## src/rtl/usb_rx_packet_buffer.sv

```systemverilog
// Packet-aware USB receive buffer: holds each packet tentatively, commits it on EOP, rolls it back on error/overflow.
// Latency: a committed packet's first byte is visible on out_* the cycle after the packet_done edge.
// Backpressure: out_ready stalls the read side only; the writer has no stall, so a full buffer drops the packet and pulses overflow.
// Optional: define USB_RX_BUF_STATS_EN for the saturating dropped_pkts counter; otherwise dropped_pkts is 0.

module usb_rx_packet_buffer #(
    parameter  int DEPTH  = 64,
    localparam int ADDR_W = $clog2(DEPTH)
) (
    input  logic              clk,
    input  logic              rst,
    input  logic [7:0]        rx_data,
    input  logic              write_enable,
    input  logic              rcv_error,
    input  logic              packet_done,
    output logic [7:0]        out_data,
    output logic              out_valid,
    input  logic              out_ready,
    output logic              out_last,
    output logic [ADDR_W:0]   pkt_avail,
    output logic              overflow,
    output logic [7:0]        dropped_pkts
);

    localparam logic [ADDR_W:0]   PTR_ONE  = 1;
    localparam logic [ADDR_W-1:0] IDX_ONE  = 1;
    localparam logic [ADDR_W:0]   FULL_CNT = (ADDR_W + 1)'(DEPTH);

    // ST_DROP: the packet in flight has already been rejected; swallow bytes until its packet_done
    typedef enum logic {
        ST_ACCEPT = 1'b0,
        ST_DROP   = 1'b1
    } rx_state_t;

    rx_state_t state_q, state_d;

    // Pointers carry one extra wrap bit so full and empty are distinguishable
    logic [ADDR_W:0] wr_ptr, commit_ptr, rd_ptr;
    logic [ADDR_W:0] wr_ptr_d, commit_ptr_d;
    logic [ADDR_W:0] wr_next;
    logic [ADDR_W:0] occupancy;
    logic            full;
    logic            tent_empty;

    logic            ovf_d;
    logic            pkt_inc;
    logic            pkt_dec;
    logic            mem_we;
    logic            last_we;
    logic            last_val;
    logic [ADDR_W-1:0] last_addr;

    logic [ADDR_W-1:0] rd_idx;
    logic              rd_fire;

    logic [7:0] mem      [DEPTH];
    logic       last_mem [DEPTH];

    // Full is judged on registered pointers, so a same-cycle read does not free a slot for this write
    assign occupancy  = wr_ptr - rd_ptr;
    assign full       = (occupancy == FULL_CNT);
    assign tent_empty = (wr_ptr == commit_ptr);
    assign wr_next    = wr_ptr + PTR_ONE;

    // Write-side next state: error beats everything, then drop mode, then overflow, then normal write/commit
    always_comb begin
        state_d      = state_q;
        wr_ptr_d     = wr_ptr;
        commit_ptr_d = commit_ptr;
        ovf_d        = 1'b0;
        pkt_inc      = 1'b0;
        mem_we       = 1'b0;
        last_we      = 1'b0;
        last_val     = 1'b0;
        last_addr    = wr_ptr[ADDR_W-1:0];

        if (rcv_error) begin
            // Roll back the tentative bytes; a simultaneous EOP closes the bad packet right away
            wr_ptr_d = commit_ptr;
            state_d  = packet_done ? ST_ACCEPT : ST_DROP;
        end else if (state_q == ST_DROP) begin
            if (packet_done) begin
                wr_ptr_d = commit_ptr;
                state_d  = ST_ACCEPT;
            end
        end else if (write_enable && full) begin
            // Refused byte poisons the whole packet; if it was also the EOP byte the packet is closed here
            ovf_d    = 1'b1;
            wr_ptr_d = commit_ptr;
            state_d  = packet_done ? ST_ACCEPT : ST_DROP;
        end else begin
            if (write_enable) begin
                mem_we   = 1'b1;
                last_we  = 1'b1;
                last_val = packet_done;
                wr_ptr_d = wr_next;
                if (packet_done) begin
                    commit_ptr_d = wr_next;
                    pkt_inc      = 1'b1;
                end
            end else if (packet_done && !tent_empty) begin
                // EOP arrives after the final byte: mark the most recently written byte
                last_we      = 1'b1;
                last_val     = 1'b1;
                last_addr    = wr_ptr[ADDR_W-1:0] - IDX_ONE;
                commit_ptr_d = wr_ptr;
                pkt_inc      = 1'b1;
            end
        end
    end

    // Read side: only the committed region [rd_ptr, commit_ptr) is ever exposed
    assign rd_idx    = rd_ptr[ADDR_W-1:0];
    assign out_valid = (rd_ptr != commit_ptr);
    assign out_data  = out_valid ? mem[rd_idx] : 8'h00;
    assign out_last  = out_valid & last_mem[rd_idx];
    assign rd_fire   = out_valid & out_ready;
    assign pkt_dec   = rd_fire & last_mem[rd_idx];

    // Control registers: pointers, drop state, packet count and overflow pulse
    always_ff @(posedge clk) begin
        if (rst) begin
            state_q    <= ST_ACCEPT;
            wr_ptr     <= '0;
            commit_ptr <= '0;
            rd_ptr     <= '0;
            pkt_avail  <= '0;
            overflow   <= 1'b0;
        end else begin
            state_q    <= state_d;
            wr_ptr     <= wr_ptr_d;
            commit_ptr <= commit_ptr_d;
            overflow   <= ovf_d;
            if (rd_fire) begin
                rd_ptr <= rd_ptr + PTR_ONE;
            end
            // Commit and last-byte read in the same cycle cancel out
            pkt_avail  <= pkt_avail + {{ADDR_W{1'b0}}, pkt_inc} - {{ADDR_W{1'b0}}, pkt_dec};
        end
    end

    // Byte storage; contents are left unreset because pointers alone define what is valid
    always_ff @(posedge clk) begin
        if (!rst && mem_we) begin
            mem[wr_ptr[ADDR_W-1:0]] <= rx_data;
        end
    end

    // End-of-packet flags, written alongside each byte or back-filled when EOP follows the byte
    always_ff @(posedge clk) begin
        if (!rst && last_we) begin
            last_mem[last_addr] <= last_val;
        end
    end

`ifdef USB_RX_BUF_STATS_EN
    logic       drop_close;
    logic [7:0] drop_cnt;

    // A dropped packet is closed by its packet_done, whatever caused the drop
    assign drop_close = packet_done &&
                        (rcv_error || (state_q == ST_DROP) || (write_enable && full));

    // Saturating dropped-packet counter
    always_ff @(posedge clk) begin
        if (rst) begin
            drop_cnt <= 8'd0;
        end else if (drop_close && (drop_cnt != 8'hFF)) begin
            drop_cnt <= drop_cnt + 8'd1;
        end
    end

    assign dropped_pkts = drop_cnt;
`else
    assign dropped_pkts = 8'd0;
`endif

endmodule

```

## config.mk

```make
export PLATFORM = sky130hd
export DESIGN_NAME = usb_rx_packet_buffer
export DESIGN_NICKNAME = d
export VERILOG_FILES = /design/src/rtl/usb_rx_packet_buffer.sv
export SDC_FILE = /design/constraint.sdc
export NUM_CORES = 1
export LEC_CHECK = 0
export CELL_PAD_IN_SITES_DETAIL_PLACEMENT = 1
export CELL_PAD_IN_SITES_GLOBAL_PLACEMENT = 1
export CORE_ASPECT_RATIO = 0.75
export CORE_UTILIZATION = 54
export DETAILED_ROUTE_END_ITERATION = 10
export HOLD_SLACK_MARGIN = 0.08
export PLACE_DENSITY_LB_ADDON = 0.1
export RECOVER_POWER = 100
export SLEW_MARGIN = 10
export SYNTH_ARGS = -nofsm -noshare
export SYNTH_HDL_FRONTEND = slang
export SYNTH_SLANG_ARGS = --single-unit
```

## constraint.sdc

```tcl
create_clock -name clk -period 6.36 [get_ports clk]
set_input_delay 1.908 -clock clk [delete_from_list [all_inputs] [get_ports clk]]
set_output_delay 1.908 -clock clk [all_outputs]
set_load 0.01 [all_outputs]
```

* Yosys cells after proc, flatten, opt, wreduce, memory -nomap -nowiden *
Memories as Yosys holds them, arrays and structs flattened. A register that Yosys moved wholly into a read port is not among the register bits.
Cells that the tools add are included.
W data, S select, Z words.

storage, ports and cells
  flip-flop bits (word level) = 30
  memory bits (writable) = 576
  logic and storage cells = 81
  memories = 2

operators by class
  add/subtract/negate cells = 6
  eq/ne operators = 5
  multiplexer cells = 45
  bitwise gates (word level) = 6
  reductions and logical operators = 11

memories
  name      depth  width  read ports  clocked after Yosys merged registers in  wr ports  line  RTL
  mem       64     8      1           1                                        1         56    logic [7:0] mem [DEPTH];
  last_mem  64     1      1           1                                        1         57    logic last_mem [DEPTH];

operators by type and width
  kind                   count
  $mux W7                8
  $mux W6                9
  $mux W1                27
  $add A7 B1 Y7 const B  2
  $mux W8                1
  $add A7 B1 Y7          1
  $eq A7 B7 Y1           1
  $eq A7 B7 Y1 const B   1
  $ne A7 B7 Y1           1
  $sub A7 B1 Y7          1
  $sub A7 B7 Y7          1
  $sub A6 B1 Y6 const B  1
  $reduce_and A5 Y1      1
  $logic_and A1 B1 Y1    4
  $reduce_bool A4 Y1     1
  $and A1 B1 Y1          3
  $ne A3 B3 Y1 const B   1
  $not A1 Y1             3
  $reduce_or A3 Y1       1
  $logic_not A1 Y1       2
  $ne A2 B1 Y1 const B   1
  $reduce_and A2 Y1      1
  $reduce_bool A2 Y1     1

* Longest topological paths before layout *
  depth after elaboration = 11
  gate-level depth with buffers = 20

* Worst setup path before layout *
Ideal clock, no wire load.

  path type = input -> register
  start point = input rcv_error
  end point = register pkt_avail[6]
  arrival = 5044 ps
  required time = 6229 ps
  path slack = 1185 ps
  stages on the path = 17
  path buffers = 2
  cell sequence = nor2_1 clkbuf_1 o311ai_1 a41oi_2 buf_2 inv_1 ha_1 inv_1 ha_1 inv_1 fa_1 nor2b_1 o21ai_0 a21oi_1 o21ai_0 a21oi_1 nor3b_1

on the way
  word-level cells in the longest chain between the ends = 3

RTL lines
  element               line  RTL
  from (decl)           14    input logic rcv_error,
  $mux W1               77    if (rcv_error) begin
  $add A7 B1 Y7         138   pkt_avail <= pkt_avail + {{ADDR_W{1'b0}}, pkt_inc} - {{ADDR_W{1'b0}}, pkt_dec};
  $sub A7 B1 Y7         138
  to (signal assigned)  138
  to (decl)             20    output logic [ADDR_W:0] pkt_avail,

Every way passes these cells.
A chain may end at the register's enable or synchronous reset.

==> results by stage <==
Detailed routing:
- Once detail routing completed, the nets flagged for antenna violations numbered 0.
- For this block, the routed nets add up to 67,800 µm of wire.
- The per-cell via count in the routed design is ~6.4.
- In this run, the number of DRC markers left after iteration 0 of detailed routing was 1,664.
- The total via count in the routed design is 14,400.
- Dividing the detail-routed wire length by the instance count gives 30.3 µm.
- Before antenna repair, the detailed router went through 5 iterations.
- In the routed design, unresolved DRC markers number 0.

CTS:
- The tree built by TritonCTS fans out to between 600 and 700 sinks.
- The number of setup buffers added after CTS is 0.
- The total CTS buffers is 58.
- The number of levels the H-tree was split into is 2.
- The clock passes through at most 3 buffers.
- After clock tree synthesis, the flow added hold-fix buffers numbering 0.
- After clock tree synthesis, the clock-pin slew on the worst setup and hold paths is ~60 ps.
- The library cell used as clock root buffer is clkbuf_16.
- TritonCTS built the clock tree.
- The latest clock arrival within the worst-skew pair is 620 ps.
- The number of instances resized during post-cts repair is 0.

Timing:
- The final critical path takes up 93.0% of the cycle.
- The setup TNS is 0 ps.
- The final number of setup-violating endpoints is 0.
- Setup repair after global routing left no endpoint under its margin.
- For this run, the top clock speed supported by timing is 0.169 GHz.
- The worst pin sits at a relative slew slack of -123%.
- The final max-slew violation count was 623.
- The number of hold violations in the final report came to 0.
- The clock skew after layout is 21.2 ps.
- Counting I/O delays and the setup requirement, the final critical path takes 5910 ps.
- At the pin with the least slew margin, the transition time is 3350 ps.

Critical path:
- STA classifies the critical path endpoint as an output pin.
- The worst register-to-register path has a depth of 9.
- For this design, the slowest cell found on the critical path is dfxtp_2.
- The critical path depth in cells is 7.
- The critical path data required time is 4450 ps.
- Along the worst path, the maximum fanout reaches 20.
- The critical path class is reg2out.
- The most frequent cell on the critical path is a21oi_1.
- The kind of cell adding the most delay to the critical path is buffers and inverters.
- The element type at the critical path start is a register.
- Traced cell by cell, the critical path runs through clkbuf_2 -> mux4_2 -> a22oi_1 -> a21oi_1 -> a21oi_1 -> o21ai_0 -> dlygate4sd3_1.
- The largest single stage delay on the critical path is around 840 ps.
- The combined buffer and inverter count along the critical path is 2.
- The worst endpoint data arrival time is 4000 ps.

Synth:
- In this run, synthesis inferred 576 flip-flops with an integrated enable.
- The basic-gate share of the synthesized area counting and, or, nand and nor cells is 6.40%.
- The commonest cells after synthesis are edfxtp_1 (576), mux4_2 (148), nor2_1 (95), nor3_1 (74), nand2_1 (44).
- The most area-hungry cell type in the Yosys netlist is edfxtp_1.
- By area the synthesized netlist is led by edfxtp_1 (67%), mux4_2 (13%), dfxtp_1 (2.8%), nor3_1 (1.4%), nor2_1 (1.4%).
- The share of flip-flops with an asynchronous set or reset is 0%.
- The synthesized netlist devotes under 10% of its cell area to compound gates.
- The per-instance average area after synthesis is roughly 18 µm².
- After Yosys synthesis, XOR and XNOR cells account for about 1.1% of the synthesized area.
- The share of synthesized area in the top cell type comes to 66.8%.
- The adder and majority cell fraction of the synthesized area is 0.851%.
- For this run, the number of Yosys warnings is 0.
- Yosys mapped the design onto 77 distinct sky130hd cell types.
- The summed instance area of the synthesized netlist is approximately 26,000 µm².
- The multiplexer share of the synthesized area is roughly 14%.
- The number of synthesized register bits is 612.
- Among all cell types in the netlist, the one instantiated most often is edfxtp_1.
- The portion of the post-synthesis area used by sequential elements is between 60% and 70%.
- The main combinational cell family by area after synthesis is multiplexers.
- The prevailing post-synth register cell is edfxtp_1.
- Synthesis produced between 1,000 and 1,500 cells.

Min path:
- The worst hold-check path type is reg2reg.
- The worst hold path passes through 2 cells.

Die:
- The floorplan step set the die height to 192 µm.
- Once the floorplan was initialized, standard cells occupied 54.7% of the core.
- The cell row count is 69.
- In this run the count of I/O pins placed on the die edge is 40.
- The core footprint is 47,300 µm².
- The horizontal die dimension is 255 µm.
- The die covers slightly below 50,000 µm².

Run status:
- The final reports fail on max-capacitance violations, max-slew violations.
- The flow ran to the end, but the final reports show violations.

GRT:
- The number of antenna violations at the first check in global routing was 1.
- For this run, the total global-route usage over all layers was measured as 28.8%.
- The final global-route overflow total is 0.
- The first global-routing pass estimated roughly 100,000 µm of wire.
- The via count of the first global-routing pass came to ~15,000.
- The largest net degree at the start of global routing is 75.

Power:
- In this run the power density over the cells is approximately 370 nW/µm².
- The leakage power summed over all cells is 8.67 nW.
- After layout, the design draws a total of 10.6 mW.
- The peak ir drop on the vdd network is approximately 230 µV.

Cells and area:
- The layout overhead on the synthesized area is 11.1%.
- The layout net count is about 1,600.
- The number of antenna cells inserted is 0.
- Of the cells placed in the final design, the portion with a size suffix greater than 1 is 19.4%.

Placed design:
- The wire-length estimate of the detail-placed layout is 43,700 µm.
- Routability-driven placement finished with a final weighted congestion of 0.859.
- The number of port buffers is 31.

Flow run:
- The count of maximum capacitance violations is 12.
-- worst min-delay path, cell delays in order (launching register included) --
cell,delay [ps]
dfxtp_1,360
o21ai_0,90
a21oi_1,70
-- state kept, by name, summed over array words and instances, names as in the netlist, named ones only --
register / count
overflow: 1
mem: 512
last_mem: 64
wr_ptr: 7
rd_ptr: 7
state_q: 1
commit_ptr: 7
pkt_avail: 7
-- through the flow --
| step | setup WS (ps) | hold WS, ps | utilization [%] | area [µm²] | std cells |
|---|---|---|---|---|---|
| after floorplan | 1180 | 497 | - | 25900 | 1479 |
| after global placement | 1090 | 543 | 57.2 | 27100 | 2128 |
| after detailed placement | 954 | 553 | 57.2 | 27100 | 2128 |
| after CTS | 581 | 562 | 61.3 | 29000 | 2235 |
| after global routing | 247 | 594 | 60.8 | 28700 | 2235 |
| final | 447 | 567 | 60.8 | 28700 | 2235 |
-- layout by cell type, fill, tap and decap left out, drive strengths merged, types with 30 or more instances in the layout --
cell / count
buf: 31
clkbuf: 112
a22oi: 36
clkinv: 30
nor2: 96
dfxtp: 36
edfxtp: 576
a21oi: 42
nor3: 81
mux4: 148
mux2i: 32
nand2: 44
-- metal layers --
| metal | GRT usage (%) | wire length [µm] | vias to the layer above |
|---|---|---|---|
| met3 | 4.53 | 5410 | 105 |
| li1 | - | - | 6100 |
| met4 | 6.91 | 1490 | 2 |
| met2 | 43.2 | 31000 | 621 |
| met5 | 0 | 15 | - |
| met1 | 44.5 | 29900 | 7587 |
-- logic make-up after synthesis --
| group | Yosys count |
|---|---|
| DFF | 612 |
| and+or+nand+nor | 328 |
| muxes | 187 |
| AOI/OAI and AO/OA | 177 |
| buffers and inverters | 118 |
| xor gates and xnor gates | 32 |
| adders and majority gates | 17 |
| other | 1 |
-- power breakdown --
group | internal, mW | switching [mW] | total [mW]
sequential | 4.51 | 0.146 | 4.66
clock | 2.04 | 1.51 | 3.55
combinational | 0.988 | 1.44 | 2.42
-- final timing paths --
path,startpoint,slack [ps],end
setup / recovery,register,450,out_data[6]
hold / removal,rd_ptr[3],570,register
setup reg to reg,wr_ptr[4],760,mem[58][4]
hold reg to reg,rd_ptr[3],570,register
-- cell type report --
class | instances | area (µm²)
clock inverters | 44 | 474
repair buffers | 103 | 699
clock buffers | 63 | 1470
fillers | 4212 | 18600
flip-flops and latches | 612 | 18000
inverters | 25 | 93.8
multi-input cells | 749 | 7180
well taps | 639 | 800
Power figures use the tool's default switching activity.
